--- src/rtl/seq_mac.sv ---
// seq_mac: sequential 5x5 shift-add multiplier with optional accumulate.
// A start event (rising edge of io_in[11]) latches the operands and runs five
// shift-add steps; the 10-bit result is published when the operation ends and
// held until the next start event.
module seq_mac (
    input  logic        clock,
    input  logic        reset,
    input  logic [11:0] io_in,
    output logic [11:0] io_out
);

    typedef enum logic [1:0] {
        IDLE = 2'd0,
        RUN  = 2'd1,
        DONE = 2'd2
    } state_t;

    state_t      state_r;
    state_t      state_s;
    logic        start_q_r;
    logic        mode_r;
    logic        mode_s;
    logic [4:0]  a_r;
    logic [4:0]  a_s;
    logic [4:0]  b_r;
    logic [4:0]  b_s;
    logic [2:0]  step_r;
    logic [2:0]  step_s;
    logic [9:0]  partial_r;
    logic [9:0]  partial_s;
    logic [9:0]  result_r;
    logic [9:0]  result_s;
    logic        busy_r;
    logic        busy_s;
    logic        done_r;
    logic        done_s;

    logic        start_s;
    logic        start_ev_s;
    logic [9:0]  addend_s;
    logic [9:0]  sum_s;

    assign start_s    = io_in[11];
    // Only a low-to-high transition of start launches work; a held level does not.
    assign start_ev_s = start_s & ~start_q_r;

    // Shifted multiplicand for the current step, gated by the matching B bit.
    always_comb begin
        addend_s = 10'd0;
        if (b_r[step_r]) begin
            addend_s = {5'd0, a_r} << step_r;
        end else begin
            addend_s = 10'd0;
        end
    end

    // Partial sum wraps modulo 1024 by construction of the 10-bit adder.
    assign sum_s = partial_r + addend_s;

    // Next-state and datapath update for the IDLE/RUN/DONE controller.
    always_comb begin
        state_s   = state_r;
        mode_s    = mode_r;
        a_s       = a_r;
        b_s       = b_r;
        step_s    = step_r;
        partial_s = partial_r;
        result_s  = result_r;
        case (state_r)
            IDLE, DONE: begin
                if (start_ev_s) begin
                    mode_s    = io_in[10];
                    a_s       = io_in[9:5];
                    b_s       = io_in[4:0];
                    partial_s = io_in[10] ? result_r : 10'd0;
                    step_s    = 3'd0;
                    state_s   = RUN;
                end else begin
                    state_s   = state_r;
                end
            end
            RUN: begin
                // Operands are frozen here; a new start edge is deliberately ignored.
                partial_s = sum_s;
                step_s    = step_r + 3'd1;
                if (step_r == 3'd4) begin
                    result_s = sum_s;
                    state_s  = DONE;
                end else begin
                    state_s  = RUN;
                end
            end
            default: begin
                state_s = IDLE;
            end
        endcase
        busy_s = (state_s == RUN);
        done_s = (state_s == DONE);
    end

    // State, operand, datapath and status registers; reset wins over everything.
    always_ff @(posedge clock) begin
        if (reset) begin
            state_r   <= IDLE;
            start_q_r <= 1'b0;
            mode_r    <= 1'b0;
            a_r       <= 5'd0;
            b_r       <= 5'd0;
            step_r    <= 3'd0;
            partial_r <= 10'd0;
            result_r  <= 10'd0;
            busy_r    <= 1'b0;
            done_r    <= 1'b0;
        end else begin
            state_r   <= state_s;
            start_q_r <= start_s;
            mode_r    <= mode_s;
            a_r       <= a_s;
            b_r       <= b_s;
            step_r    <= step_s;
            partial_r <= partial_s;
            result_r  <= result_s;
            busy_r    <= busy_s;
            done_r    <= done_s;
        end
    end

    // Outputs come straight from flops so io_in never reaches io_out combinationally.
    assign io_out = {busy_r, done_r, result_r};

endmodule

--- config.mk ---
export PLATFORM = sky130hd
export DESIGN_NAME = seq_mac
export DESIGN_NICKNAME = d
export VERILOG_FILES = /design/src/rtl/seq_mac.sv
export SDC_FILE = /design/constraint.sdc
export NUM_CORES = 1
export LEC_CHECK = 0
export CORE_MARGIN = 1
export CORE_UTILIZATION = 55
export CTS_BUF_LIST = sky130_fd_sc_hd__clkbuf_16
export CTS_CLUSTER_DIAMETER = 60
export DETAILED_ROUTE_END_ITERATION = 6
export PLACE_DENSITY = 0.79
export SLEW_MARGIN = 20
export SYNTH_ARGS = -nofsm -noshare
export SYNTH_HDL_FRONTEND = slang
export SYNTH_SLANG_ARGS = --single-unit
--- constraint.sdc ---
create_clock -name clock -period 3.36 [get_ports clock]
set_input_delay 0.336 -clock clock [delete_from_list [all_inputs] [get_ports clock]]
set_output_delay 0.336 -clock clock [all_outputs]
set_load 0.02 [all_outputs]
# Word level (Yosys, flattened, before mapping)
# Cells that the tools add are included.
# Widths: inputs -> output; s select.
[totals]
wordCells = 38
output_inout_bits = 12
input_bits = 14
ff_bits = 38
[classes]
n_lt_le_gt_ge = 1
bitwise = 2
addsub = 2
n_mux = 11
n_eq_ne = 6
reduce_logical = 6
n_shift = 1
[op_table]
columns = ["cell", "n"]
rows = [
  ["$mux 10", 3],
  ["$pmux 10 s2", 1],
  ["$add 10x10->10", 1],
  ["$shl 5x3->10", 1],
  ["$pmux 3 s2", 1],
  ["$reduce_and 2->1", 3],
  ["$eq 2x1->1 const B", 2],
  ["$eq 2x2->1 const B", 2],
  ["$lt 3x4->1 const B", 1],
  ["$mux 2", 2],
  ["$pmux 2 s2", 1],
  ["$add 3x1->3 const B", 1],
  ["$bmux 1 s3", 1],
  ["$eq 3x3->1 const B", 1],
  ["$mux 3", 1],
  ["$logic_not 2->1", 1],
  ["$ne 2x2->1 const B", 1],
  ["$reduce_bool 2->1", 1],
  ["$reduce_or 2->1", 1],
  ["$and 1x1->1", 1],
  ["$mux 1", 1],
  ["$not 1->1", 1],
]

# Longest topological paths before layout
[logic_depth]
word_depth = 5
depth_mapped = 13
ltp_nobuf = 11

# Least setup slack after synthesis
# Ideal clock, no wire load.
[synth_timing]
kind = "register to register"
from = "register step_r[0]"
to = "register result_r[7]"
arrival_ps = 2584
path_slack_ps = 702
setup_time_ps = 74
synth_period_minus_slack_ps = 2658
path_stages_with_launch = 13
t_required_ps = 3286
n_path_buf = 1
path_cell_list = "dfxtp_1 -> buf_2 -> mux2_2 -> nor2_1 -> a211oi_1 -> a31oi_1 -> nor2_1 -> ha_1 -> a21o_1 -> a31oi_1 -> and2_1 -> or4_1 -> a31oi_1"
[synth_via]
elab_chain_cells = 4
elab_cells_between_ends = 7
cone_classes = "add/sub (1); eq/ne (1); shift (1); mux (3); reduce/logical (1)"
[synth_lines]
columns = ["item", "line", "text"]
rows = [
  ["start, declared", "27", "logic [2:0] step_r;"],
  ["start signal, assigned", "120", "step_r <= step_s;"],
  ["$bmux 1 s3", "50", "if (b_r[step_r]) begin"],
  ["$mux 1 (implied by the code)", "50", ""],
  ["$mux 10", "50", ""],
  ["$add 10x10->10", "58", "assign sum_s = partial_r + addend_s;"],
  ["end signal, assigned", "122", "result_r <= result_s;"],
  ["end, declared", "31", "logic [9:0] result_r;"],
]
# Parallel ways exist; a longest one is shown, timed or not. The select of a mux whose other input is x is not followed.
# A chain may end at the register's enable or synchronous reset.

# Final worst setup path
# Ends and elaborated chain as after synthesis.

==> parameters.txt <==
Parameter                              Value

Critical path
  R2R Path Start ... step_r[0]
  Cell type with the highest occurrence count on the critical path ... sky130_fd_sc_hd__and2_1
  Data arrival time of the critical path ... 3240 ps
  Type of the worst setup path ... register to register
  Slowest library cell on the worst path ... sky130_fd_sc_hd__mux4_2
  Buffers and inverters on the worst path ... 0
  Kind of cell adding the most delay to the critical path ... simple AND/OR/NAND/NOR gates
  Series of cell instances along the critical path ... mux4_2, nand2b_1, and2_1, nor2_1, ha_1, nand4_1, and2_1, or4_1, a31oi_1
  Critical path fanouts, max ... 7
  Setup crit start ... step_r[0]
  Kind of end point of the critical path ... register
  Maximum single-stage delay on the critical path ... 540 ps
  Startpoint Class ... register
  CP required ... 3550 ps

Timing
  Final setup violation count ... 0
  Final Skew ... 5.892 ps
  Worst max-slew margin expressed relative to the limit ... 0.3696
  Setup repair after global routing missed its margin ... no
  Highest Clock Rate ... 327.6 MHz
  Period Utilization, post-route ... 0.9086
  Final Hold Viols ... 0
  Final min period ... 3053 ps
  Slew @ Worst Pin ... 942.7 ps
  Final TNS setup ... 0 ps
  Max-slew violation count ... 0

Outcome
  Run status ... complete, no violations

Synth
  Count of unique library cells instantiated by Yosys ... 50
  Proportion of synthesized chip area in sequential cells ... 0.3560
  Library cell occupying the most area in the post-synthesis netlist ... sky130_fd_sc_hd__dfxtp_1
  Post-Synthesis Cell Area ... 2137 um^2
  Mean Syn Cell Area ... 7.743 um^2
  Register bit count reported by yosys ... 38
  Synth warnings ... 0
  Synthesized Nets ... 302
  Share of the synthesized area in the top cell type ... 0.3560
  Synth Instances ... 276
  Top cells by area in the synthesized netlist ... sky130_fd_sc_hd__dfxtp_1 (36%), sky130_fd_sc_hd__a21oi_1 (8.2%), sky130_fd_sc_hd__nand2_1 (7.4%)

Cells and area
  Register Area ... 760.7 um^2
  Fill cell total of the finished layout ... 306
  Final cell count without fillers ... 344
  Final core occ ... 0.7025
  Final #Nets ... 321
  Layout Area Growth over Synthesis ... 21.25%
  Multi-input combinational cell area ... 1260 um^2
  Number of diodes ... 0
  Commonest cells after routing, fill and taps aside ... sky130_fd_sc_hd__nand2_1 (42), sky130_fd_sc_hd__dfxtp_1 (38), sky130_fd_sc_hd__a21oi_1 (35), sky130_fd_sc_hd__nor2_1 (31), sky130_fd_sc_hd__clkdlybuf4s50_1 (25)
  Leading cell type in the layout, fill and taps excluded ... sky130_fd_sc_hd__nand2_1
  Area of all placed cells without fillers ... 2591 um^2
  Proportion of layout cells with a drive suffix above 1 ... 0.06419

CTS
  Clock transition time at the flip-flop clock pins of the worst setup and hold paths ... 60 ps
  Clock insertion delay at the later pin of the skew report ... 280 ps
  Worst-case clock buffer depth ... 2
  Resized cells post-CTS ... 0
  Clock tree from TritonCTS ... done
  Number of buffers added to fix hold violations after cts ... 0
  Clock root cell ... sky130_fd_sc_hd__clkbuf_16
  Total setup buffers inserted after CTS ... 0
  TritonCTS Buffers ... 5
  Clock tree sinks ... 38
  Clock H-tree levels ... 2

Floorplanning
  Starting Density ... 0.5794
  Core outline area ... 3689 um^2
  Placement Rows ... 22
  Die area ... 4139 um^2
  Num ports ... 26
  Die width ... 64.34 um
  Floorplan die height ... 64.34 um

Worst hold path
  Worst hold path class ... register to register
  Worst Hold Launch ... b_r[1]

Detailed routing
  Post-detailed-route wirelength per cell ... 15.04 um
  Routed WL ... 5175 um
  Number of nets with antenna violations after routing ... 0
  TritonRoute pass-1 iters ... 4
  DRC violation count after routing ... 0
  Number of vias per cell after detailed routing ... 5.863
  Number of design-rule violations left by the first detailed-router iteration ... 119
  Via total after detailed routing ... 2017

GRT
  Aggregate global routing overflow ... 0
  GRT Total Usage ... 0.2737
  First-pass GRT wire length ... 8659 um
  Number of antenna violations at the first check in global routing ... 0
  Largest net degree at the start of global routing ... 27
  Number of global-route vias before repair ... 1824

Power
  LEAKAGE ... 0.9499 nW
  VDD IR max ... 0.3718 mV
  Power Density ... 480.1 nW/um^2

Placement
  Buffers added on ports ... 25
  Placed instance count ... 336
  Placed cell areas ... 2402 um^2
  Detail Placement HPWL ... 3493 um
  Last weighted congestion value of the routability-driven placer ... 0.8602

Flow run
  Max_cap viols ... 0
[synthesized netlist by cell type (all sizes together)]
library cell  instances
o21ai                 9
or4                   1
and2b                 2
xnor2                 3
nor3b                 1
o31ai                 1
o22ai                 1
mux2i                 3
a211oi                5
dfxtp                38
fa                    1
nand3b                3
nor2b                 2
dlygate4sd1           1
nor4                  4
a32oi                 3
a221oi                2
nor2                 31
inv                   9
a22oi                 1
and3                  1
and2                  3
ha                   11
nand2b                4
o2111ai               1
o211ai                3
clkbuf               13
a31oi                 4
a2111oi               2
xor2                  1
a2111o                1
a21o                  3
buf                   4
mux2                  2
a211o                 1
nand3                 9
or3                   4
a2bb2oi               1
nor3                  6
a311oi                1
nand2                42
a21oi                35
mux4                  1
nand4                 2
[sequential cells by signal (all words and copies together) (netlist names)]
register	count
start_q_r	1
done_r	1
b_r	5
partial_r	10
result_r	10
state_r	2
a_r	5
step_r	3
busy_r	1
[layout make-up]
cell class              instances  share of cell area
multi-input cells             211              0.4862
flip-flops and latches         38              0.2936
repair buffers                 30              0.1111
clock buffers                   5             0.04829
clock inverters                 3             0.02463
inverters                       9             0.01304
well taps                      48             0.02318
[through the flow]
| stage | worst slack (ps) | hold slack [ps] | total power [mW] |
|---|---|---|---|
| finish | 307.2 | 470.5 | 1.244 |
| global placement | 457.5 | 448.3 | 0.6432 |
| detailed placement | 400.7 | 448.6 | 0.6459 |
| floorplan | 701.9 | 433.1 | 0.5981 |
| CTS | 338.6 | 467.1 | 1.247 |
| global route | 77.71 | 490.4 | 1.284 |
[worst register-to-register path: stages, from the launching register on]
cell and delay [ps]:
sky130_fd_sc_hd__dfxtp_1 470, sky130_fd_sc_hd__mux4_2 540, sky130_fd_sc_hd__nand2b_1 170, sky130_fd_sc_hd__and2_1 210, sky130_fd_sc_hd__nor2_1 70, sky130_fd_sc_hd__ha_1 360, sky130_fd_sc_hd__nand4_1 240, sky130_fd_sc_hd__and2_1 250
sky130_fd_sc_hd__or4_1 490, sky130_fd_sc_hd__a31oi_1 160
[kinds of logic (layout without fill, tap and decap cells)]
logic type / Yosys count / after routing / share of synthesized area
fa+ha+maj: 12 / 12 / 0.07377
buf+inv: 27 / 47 / 0.05444
mux: 6 / 6 / 0.03513
flops: 38 / 38 / 0.3560
compound gates: 74 / 74 / 0.2149
simple gates: 115 / 115 / 0.2494
xor+xnor: 4 / 4 / 0.01640
[per-layer routing]
layer	GRT usage	wire, um	vias up
met1	0.3617	2379	937
li1	-	-	1011
met2	0.4382	2471	61
met4	0.1250	78	0
met3	0.03929	245	8
met5	0	0	-
[worst paths after layout]
path / to / slack [ps] / cells past startpoint
hold reg to reg: b_r[1] / 470 / 2
setup reg to reg: result_r[7] / 310 / 9
setup / recovery: result_r[7] / 310 / 9
hold / removal: b_r[1] / 470 / 2
[report_power, final]
part           switching (mW)  internal (mW)
Combinational          0.0879         0.0616
Sequential             0.0187          0.472
Clock                   0.181          0.423
Total                   0.287          0.957
No activity file was read; power rests on OpenSTA's default activity.
